`src/rtl/pid_mult_sequencer.sv`:
```
// pid_mult_sequencer: sequences the P, I and D products of a discrete PID
// controller through one shared external multiplier. A start strobe in IDLE
// runs PREP -> MP -> MI -> MD and returns to IDLE, updating u with a one-cycle
// done pulse. All additions saturate to the signed W-bit range.
module pid_mult_sequencer #(
  parameter int W = 12
) (
  input  logic                CLK,
  input  logic                Reset,
  input  logic                start,
  input  logic                clr_int,
  input  logic signed [W-1:0] e,
  input  logic signed [W-1:0] kp,
  input  logic signed [W-1:0] ki,
  input  logic signed [W-1:0] kd,
  output logic signed [W-1:0] mul_a,
  output logic signed [W-1:0] mul_b,
  input  logic signed [W-1:0] mul_p,
  output logic signed [W-1:0] u,
  output logic                done,
  output logic                busy
);

  typedef enum logic [2:0] {
    S_IDLE = 3'd0,
    S_PREP = 3'd1,
    S_MP   = 3'd2,
    S_MI   = 3'd3,
    S_MD   = 3'd4
  } state_t;

  localparam logic signed [W-1:0] SAT_MAX = {1'b0, {(W-1){1'b1}}};
  localparam logic signed [W-1:0] SAT_MIN = {1'b1, {(W-1){1'b0}}};

  // Clamp a W+1-bit signed intermediate to the W-bit range; overflow shows up
  // as the two top bits disagreeing.
  function automatic logic signed [W-1:0] sat_ext(input logic signed [W:0] s);
    if (s[W] != s[W-1]) begin
      return s[W] ? SAT_MIN : SAT_MAX;
    end
    return s[W-1:0];
  endfunction

  function automatic logic signed [W-1:0] sat_add(input logic signed [W-1:0] a,
                                                  input logic signed [W-1:0] b);
    logic signed [W:0] s;
    s = {a[W-1], a} + {b[W-1], b};
    return sat_ext(s);
  endfunction

  function automatic logic signed [W-1:0] sat_sub(input logic signed [W-1:0] a,
                                                  input logic signed [W-1:0] b);
    logic signed [W:0] s;
    s = {a[W-1], a} - {b[W-1], b};
    return sat_ext(s);
  endfunction

  state_t              r_state;
  state_t              w_state_next;
  logic signed [W-1:0] r_e_reg;
  logic signed [W-1:0] r_integ;
  logic signed [W-1:0] r_e_prev;
  logic signed [W-1:0] r_diff;
  logic signed [W-1:0] r_acc;
  logic signed [W-1:0] r_u;
  logic                r_done;

  // State register; reset may arrive at any point in the sequence.
  always_ff @(posedge CLK or negedge Reset) begin
    if (!Reset) begin
      r_state <= S_IDLE;
    end else begin
      r_state <= w_state_next;
    end
  end

  // Next-state logic and multiplier operand steering.
  always_comb begin
    w_state_next = S_IDLE;
    mul_a        = '0;
    mul_b        = '0;
    busy         = 1'b1;
    case (r_state)
      S_IDLE: begin
        busy         = 1'b0;
        w_state_next = start ? S_PREP : S_IDLE;
      end
      S_PREP: w_state_next = S_MP;
      S_MP: begin
        mul_a        = r_e_reg;
        mul_b        = kp;
        w_state_next = S_MI;
      end
      S_MI: begin
        mul_a        = r_integ;
        mul_b        = ki;
        w_state_next = S_MD;
      end
      S_MD: begin
        mul_a        = r_diff;
        mul_b        = kd;
        w_state_next = S_IDLE;
      end
      default: begin
        // Unused encodings recover to IDLE without touching the datapath.
        busy         = 1'b0;
        w_state_next = S_IDLE;
      end
    endcase
  end

  // Datapath: sample capture, integrator/difference update and accumulation.
  always_ff @(posedge CLK or negedge Reset) begin
    if (!Reset) begin
      r_e_reg  <= '0;
      r_integ  <= '0;
      r_e_prev <= '0;
      r_diff   <= '0;
      r_acc    <= '0;
      r_u      <= '0;
      r_done   <= 1'b0;
    end else begin
      r_done <= (r_state == S_MD);
      case (r_state)
        S_IDLE: begin
          if (start) begin
            r_e_reg <= e;
          end else if (clr_int) begin
            r_integ  <= '0;
            r_e_prev <= '0;
          end
        end
        S_PREP: begin
          r_integ  <= sat_add(r_integ, r_e_reg);
          r_diff   <= sat_sub(r_e_reg, r_e_prev);
          r_e_prev <= r_e_reg;
          r_acc    <= '0;
        end
        S_MP:    r_acc <= sat_add(r_acc, mul_p);
        S_MI:    r_acc <= sat_add(r_acc, mul_p);
        S_MD:    r_u   <= sat_add(r_acc, mul_p);
        default: ;
      endcase
    end
  end

  assign u    = r_u;
  assign done = r_done;

endmodule

```
`config.mk`:
```
export PLATFORM = sky130hd
export DESIGN_NAME = pid_mult_sequencer
export DESIGN_NICKNAME = d
export VERILOG_FILES = /design/src/rtl/pid_mult_sequencer.sv
export SDC_FILE = /design/constraint.sdc
export NUM_CORES = 1
export LEC_CHECK = 0
export CELL_PAD_IN_SITES_DETAIL_PLACEMENT = 0
export CELL_PAD_IN_SITES_GLOBAL_PLACEMENT = 1
export CORE_MARGIN = 2
export CORE_UTILIZATION = 40
export CTS_CLUSTER_SIZE = 10
export DETAILED_ROUTE_END_ITERATION = 10
export PLACE_DENSITY = 0.81
export SYNTH_ARGS = -nofsm -noshare
export SYNTH_HDL_FRONTEND = slang
export SYNTH_SLANG_ARGS = --single-unit
```
`constraint.sdc`:
```
create_clock -name CLK -period 2.7 [get_ports CLK]
set_input_delay 0.675 -clock CLK [delete_from_list [all_inputs] [get_ports CLK]]
set_output_delay 0.675 -clock CLK [all_outputs]
set_load 0.05 [all_outputs]
```
Yosys cells after proc, flatten, opt, wreduce, memory -nomap -nowiden
Index checks and enable logic that the tools add are counted.

Word-level logic and storage cells: 55. Flip-flop bits (word level): 76.

$add $sub $neg: 3. Multiplexer cells: 29. Eq/ne operators: 9. Reductions and logical operators: 6.

Operators by type and width (number): 2-to-1 mux 12 bit (13); one-hot mux 12 bit (3 select lines) (3); one-hot mux 12 bit (2 select lines) (2); adder 12 x 12 -> 13 bit (2); subtractor 12 x 12 -> 13 bit (1); one-hot mux 3 bit (4 select lines) (1); 2-to-1 mux 1 bit (10); == test 3 x 2 -> 1 bit (second input constant) (2); inequality test 2 bit (second input constant) (2); OR reduction 4 bit (1); == test 3 x 1 -> 1 bit (second input constant) (1); == test 3 bit (second input constant) (1); logical NOT 3 bit (1); inequality test 1 bit (3); AND reduction 3 bit (1); nonzero test 3 bit (1); AND reduction 2 bit (1); nonzero test 2 bit (1).

Longest topological paths before layout
Gate-level depths: netlist of run 1.

Word-level depth: 6. Mapped depth: 12. Depth with buffers taken out: 11.

Worst setup path after synthesis of run 1
OpenSTA, ideal clock, no wires.

Kind: reg-to-output. Start: reg r_state[0]. End: out mul_a[10]. Data required time: 2.025 ns. Path slack: -0.422 ns. Data arrival time: 2.447 ns. Buffers on the path: 2. Cell stages (with the launch flop): 5. Cells stage by stage: dfrtp_1 buf_1 buf_1 mux2i_1 o21ai_0.

Longest elaborated chain between the ends: 2. Elaborated cells on any way between the ends: 4. Classes of those cells: eq/ne (3); mux (1).

Ends and longest elaborated chain: start: declaration (RTL line 58) `state_t r_state;`; start signal: assignment (RTL line 73) `r_state <= w_state_next;`; == test 3 bit / == test 3 x 2 -> 1 bit (equally long branches) (RTL line 83) `case (r_state)`; one-hot mux 12 bit (3 select lines) (*) (RTL line 83); end: declaration (RTL line 16) `output logic signed [W-1:0] mul_a,`.

Every way passes the cells marked *; elsewhere a longest branch is shown, timed or not.

Worst setup path after layout of run 1
Start: in mul_p[6]. End: reg r_u[1] (netlist: u[1]).

Longest elaborated chain between the ends: 5. Elaborated cells on any way between the ends: 7. Classes of those cells: add/sub (1); eq/ne (1); mux (5).

Ends and longest elaborated chain: start: declaration (RTL line 18) `input logic signed [W-1:0] mul_p,`; adder 12 x 12 -> 13 bit (*) (RTL line 47) `s = {a[W-1], a} + {b[W-1], b};`; inequality test 1 bit (RTL line 38) `if (s[W] != s[W-1]) begin`; 2-to-1 mux 1 bit (RTL line 38); 2-to-1 mux 1 bit (RTL line 124) `case (r_state)`; 2-to-1 mux 12 bit (*) (RTL line 41) `return s[W-1:0];`; end signal: assignment (RTL line 141) `S_MD: r_u <= sat_add(r_acc, mul_p);`; end: declaration (RTL line 65) `logic signed [W-1:0] r_u;`.

Every way passes the cells marked *; elsewhere a longest branch is shown, timed or not. The select of a mux whose other input is x is not followed. A chain may end at the register's enable or synchronous reset.

==> results of run 1 <==
==> metrics by stage <==
step	utilization (%)	cells	area, sq um
after floorplan	-	567	5270
final	57.0	873	7220
after global placement	52.6	853	6670
after global routing	57.0	873	7220
after CTS	56.2	873	7120
after detailed placement	52.6	853	6670
==> timing repair <==
item                                    in CTS  in global routing
cloned                                       1                  0
gates resized for setup                     16                 24
endpoints found under the setup margin      29                 43
buffers inserted                             5                  0
pin swaps                                   18                 18
==> cells in the final DEF (no fill, tap or decap), types with 3 or more instances in the layout <==
cell type,netlist,routed
a211o_1,3,3
a21boi_0,3,3
a21o_1,8,8
a21oi_1,36,34
a22o_1,12,12
and2_1,3,3
buf_12,0,4
buf_4,1,64
clkbuf_16,0,9
clkdlybuf4s50_1,0,68
dfrtp_1,76,76
dlygate4sd2_1,0,3
dlymetal6s2s_1,0,4
ha_1,36,30
ha_4,0,5
inv_1,26,25
maj3_1,10,4
maj3_2,2,8
mux2_1,11,11
mux2i_1,26,26
nand2_1,96,95
nand2b_1,7,5
nand3_1,3,3
nor2_1,11,10
nor2b_1,5,5
nor3_1,5,4
o211ai_1,3,3
o21a_1,4,4
o21ai_0,19,11
o21ai_1,59,48
o21ai_2,0,19
o21bai_1,4,4
o311ai_2,9,9
xnor2_1,13,13
xor2_1,13,13
==> worst paths after layout <==
| kind | to | start | slack, ns |
|---|---|---|---|
| worst max-delay path | u[1]$_DFFE_PN0P_ | mul_p[6] | -0.005 |
| worst min-delay path | r_e_reg[2]$_DFFE_PN0P_ | Reset | 0.31 |
| max in group asynchronous | r_e_prev[10]$_DFFE_PN0P_ | Reset | 2.01 |
| min in group CLK | u[11]$_DFFE_PN0P_ | u[11]$_DFFE_PN0P_ | 0.48 |
| worst min register to register | u[11]$_DFFE_PN0P_ | u[11]$_DFFE_PN0P_ | 0.48 |
| worst max register to register | r_integ[3]$_DFFE_PN0P_ | r_e_reg[0]$_DFFE_PN0P_ | 0.14 |
==> per-layer routing <==
| metal | global-route usage, % | wire, um |
|---|---|---|
| met4 | 6.02 | 182 |
| met1 | 28.2 | 6830 |
| met5 | 0 | 0 |
| met3 | 4.36 | 560 |
| met2 | 35.4 | 6900 |
==> area by class of cell <==
type / instances / area (sq um) / share of cell area (%)
Multi-Input combinational cell: 436 / 3300 / 45.8
Sequential cell: 76 / 1900 / 26.3
Timing Repair Buffer: 146 / 1370 / 19.0
Clock buffer: 11 / 243 / 3.36
Tap cell: 172 / 215 / 2.98
Inverter: 28 / 110 / 1.53
Clock inverter: 4 / 73.8 / 1.02
==> kinds of logic (layout without fill, tap and decap cells) <==
family / count (synthesis) / after routing / share of synthesized area (%)
xor+xnor: 26 / 26 / 4.39
simple gates: 139 / 139 / 11.5
compound gates: 183 / 183 / 23.6
mux: 37 / 37 / 7.40
buf+inv: 55 / 189 / 4.31
fa+ha+maj: 51 / 51 / 12.2
flops: 76 / 76 / 36.6
==> flow_summary.json, run 1 <==
{
  "drcViolationCount": 0,
  "syn_area_sq_um": 5190,
  "initialDrtViolationCount": 286,
  "cts_buffers": 9,
  "synth_edf_count": 0,
  "synth_commonest_cells": "nand2_1 (96), dfrtp_1 (76), o21ai_1 (59)",
  "timing.final.ws_setup_ns": -0.00505,
  "antenna_cells": 0,
  "synthMostInstantiatedCell": "nand2_1",
  "relSlewSlack_pct": 35.3,
  "core_sq_um": 12700,
  "hold_class": "primary input to asynchronous set/reset pin",
  "clk_latency_ns": 0.34,
  "arrival_ns": 2.97,
  "grt_overflow": 0,
  "dp_hpwl_mm": 10.8,
  "synthTopCellsByArea": "dfrtp_1 (37%), ha_1 (8.7%), nand2_1 (6.9%), o21ai_1 (5.7%), mux2i_1 (5.0%)",
  "cts.htree.levels": 3,
  "drive_gt1_share_pct": 21.5,
  "vias": 4658,
  "final_antenna_net_count": 0,
  "critPathMaxFanout": 6,
  "syn-num-nets": 670,
  "crit_path_max_incr_delay_ns": 0.43,
  "grt_pass1_wl_mm": 23.9,
  "finalHoldWorstSlack_ns": 0.315,
  "synth_seq_area_share_pct": 36.6,
  "die_area_sq_um": 13900,
  "yosysTopAreaCellShare_pct": 36.6,
  "wirelength_mm": 14.5,
  "ios": 102,
  "grt_pass1_vias": 4763,
  "run_status": "complete, but fails checks",
  "rsz0062_at_grt": "true",
  "required_ns": 2.97,
  "cpMostUsedCell": "buf_4",
  "ys_types": 57,
  "endpoint_kind": "register",
  "worstSetupPathType": "primary input to register",
  "cp.depth": 11,
  "setup_viol": 1,
  "die_h_um": 118,
  "synth_top_cell_by_area": "dfrtp_1",
  "drt_pre_antenna_iters": 5,
  "reg2reg_depth": 10,
  "ys.flop_type": "dfrtp_1",
  "tightest_slew_ns": 0.964,
  "crit_family": "buffers and inverters",
  "slew_violations": 0,
  "place_congestion": 0.837,
  "setup.worst_path.start_class": "primary input",
  "cts_tree": "done",
  "pre_cts_ws_ns": -0.616,
  "nFillCells": 1148,
  "ys_ff_latch": 76,
  "routedWlPerCell_um": 16.6,
  "yosys_warnings": 0,
  "cpMaxStageDelayCell": "clkdlybuf4s50_1",
  "fmax_mhz": 370,
  "initial_core_util_pct": 41.0,
  "tns_ns": -0.00505,
  "period_share_pct": 100,
  "antenna_found_initial": 0,
  "clk_path_buf_depth": 2,
  "row_count": 41,
  "finClkSkew_ns": 0.00893,
  "netlist_instances": 567,
  "clock-sinks": 76,
  "hold_viol": 0,
  "clk_pin_slew_ns": 0.06,
  "hold_buffers": 0,
  "grtUsageTotal_pct": 21.3,
  "min_period_ns": 2.71,
  "grt_max_degree": 77,
  "final_nets": 800,
  "die_w_um": 118,
  "ctsRootBufferMaster": "clkbuf_16",
  "critical_path.cell_chain": "clkdlybuf4s50_1 -> ha_1 -> buf_4 -> nor3_1 -> a22oi_2 -> a31oi_1 -> xor2_1 -> buf_4 -> buf_12 -> maj3_1 -> o21ai_1",
  "io_buffers": 101,
  "ys_async_sr_fraction_pct": 100,
  "synth_area_per_cell_sq_um": 9.16,
  "area_delta_synth_final_pct": 39.0,
  "viasPerCell": 5.34,
  "crit_buf_inv": 4,
  "cap_violations": 0,
  "violations": "setup timing"
}
Power of run 1 is not shown: default switching activity piles up to over one toggle a cycle in this logic, so the estimate is an artifact.
==> inputs of run 2 (changes only) <==
- CTS_CLUSTER_DIAMETER: default -> 40
==> results of run 2 <==
No change in the layout: final DEF, timing and power equal those of run 1.
Power of run 2 is left out for the same reason.
==> inputs of run 3 (changes only) <==
- CORE_MARGIN: 2 -> 1
- RECOVER_POWER: default -> 100
==> run 3 against run 2 <==
The run now ends clean; fmax up 1.2%; flip-flop and latch count unchanged; wire length rose by 1.7%; critical path depth is 1 lower; non-clock buffer count up 5; first-iteration DRC count is 37% lower; via count up 0.90%; critical path type unchanged.
==> flow_summary.json, run 3 (synthesis gave the netlist of run 1 again) <==
{
  "run_status": "completed",
  "relSlewSlack_pct": 22.9,
  "final_cell_mix": "nand2_1 (95), dfrtp_1 (76), clkdlybuf4s50_1 (56)",
  "cts.htree.levels": 3,
  "routedWlPerCell_um": 16.7,
  "drt_pre_antenna_iters": 4,
  "final_nets": 806,
  "io_buffers": 101,
  "dp.cells": 858,
  "final_util_pct": 56.8,
  "worstSetupPathType": "primary input to register",
  "mostFrequentLayoutCell": "nand2_1",
  "rsz0062_at_grt": "true",
  "core_sq_um": 12600,
  "endpoint_kind": "register",
  "area_delta_synth_final_pct": 38.0,
  "cap_violations": 0,
  "clock-sinks": 76,
  "required_ns": 2.92,
  "fin_cells": 880,
  "finClkSkew_ns": 0.00698,
  "period_share_pct": 99.0,
  "ios": 102,
  "clk_path_buf_depth": 2,
  "drcViolationCount": 0,
  "initialDrtViolationCount": 180,
  "antenna_found_initial": 0,
  "min_period_ns": 2.67,
  "initial_core_util_pct": 41.1,
  "tightest_slew_ns": 1.16,
  "arrival_ns": 2.90,
  "clk_latency_ns": 0.34,
  "vias": 4700,
  "slew_violations": 0,
  "setup.worst_path.start_class": "primary input",
  "die_area_sq_um": 13400,
  "viasPerCell": 5.34,
  "critPathMaxFanout": 6,
  "grt_max_degree": 43,
  "setup_viol": 0,
  "cts_buffers": 9,
  "hold_viol": 0,
  "grt_pass1_vias": 4500,
  "row_count": 41,
  "antenna_cells": 0,
  "fmax_mhz": 374,
  "die_h_um": 116,
  "place_congestion": 0.881,
  "dp_hpwl_mm": 11.0,
  "cts_tree": "done",
  "wirelength_mm": 14.7,
  "die_w_um": 116,
  "final_antenna_net_count": 0,
  "ctsRootBufferMaster": "clkbuf_16",
  "grtUsageTotal_pct": 22.6,
  "drive_gt1_share_pct": 22.3,
  "clk_pin_slew_ns": 0.06,
  "grt_pass1_wl_mm": 23.1,
  "grt_overflow": 0,
  "hold_class": "register to register"
}
## run 3: cell count changes in the layout (fill, tap and decap cells not counted), sizes merged
cell,before,now
clkbuf,11,35
buf,70,51
dlygate4sd3,0,14
clkdlybuf4s50,68,56
clkinv,3,5
bufbuf,1,0
dlygate4sd2,3,2
dlymetal6s2s,4,3
o22ai,1,2
## run 3: area by class of cell
type                            instances  area (sq um)
Fill cell                            1178          5450
Multi-Input combinational cell        437          3300
Sequential cell                        76          1900
Timing Repair Buffer                  151          1310
Clock buffer                           10           239
Tap cell                              172           215
Inverter                               28           110
Clock inverter                          6          87.6
## run 3: what timing repair did
action / CTS / global route
gates cloned: 1 / 1
pin swaps: 16 / 13
gates resized for setup: 23 / 20
endpoints found under the setup margin: 29 / 39
hold buffers: 0 / 0
buffers inserted: 5 / 0
## run 3: critical path, cell delays in order
cell and delay, ns:
clkdlybuf4s50_1 0.48, ha_2 0.29, o21a_1 0.20, o21ai_1 0.14, a22oi_2 0.12, a31oi_2 0.20
xor2_2 0.28, clkbuf_16 0.22, maj3_2 0.21, o21ai_1 0.08
## run 3: metal layers
metal  global-route usage (%)  vias up  share of wire, %  wire (um)
li1                         -     2296                 -          -
met1                     29.6     2300                46       6730
met2                     38.5       92                49       7240
met3                     3.24       12               3.9        581
met4                     6.92        0               1.2        182
met5                        0        -                 0          0
## run 3: final timing paths
kind / depth (start not counted) / to / start / slack, ns
max: 10 / u[8]$_DFFE_PN0P_ / mul_p[4] / 0.03
min: 2 / u[11]$_DFFE_PN0P_ / u[11]$_DFFE_PN0P_ / 0.47
max reg2reg: 12 / r_diff[5]$_DFFE_PN0P_ / r_e_reg[0]$_DFFE_PN0P_ / 0.16
min reg2reg: 2 / u[11]$_DFFE_PN0P_ / u[11]$_DFFE_PN0P_ / 0.47
max in group asynchronous: 2 / r_diff[4]$_DFFE_PN0P_ / Reset / 0.72
min in group asynchronous: 1 / r_state[0]$_DFF_PN0_ / Reset / 0.51
## run 3: stage by stage
step                setup slack, ns  instance area [sq um]  TNS, ns  hold slack (ns)
global placement             -0.484                   6720   -10.99            0.470
finish                       0.0259                   7170        0            0.474
CTS                          0.0118                   7150        0            0.334
floorplan                   -0.0504                   5270  -0.0504            0.379
detailed placement           -0.551                   6720   -12.18            0.470
global route                -0.0532                   7170   -0.446            0.512
Power of run 3 is left out for the same reason.
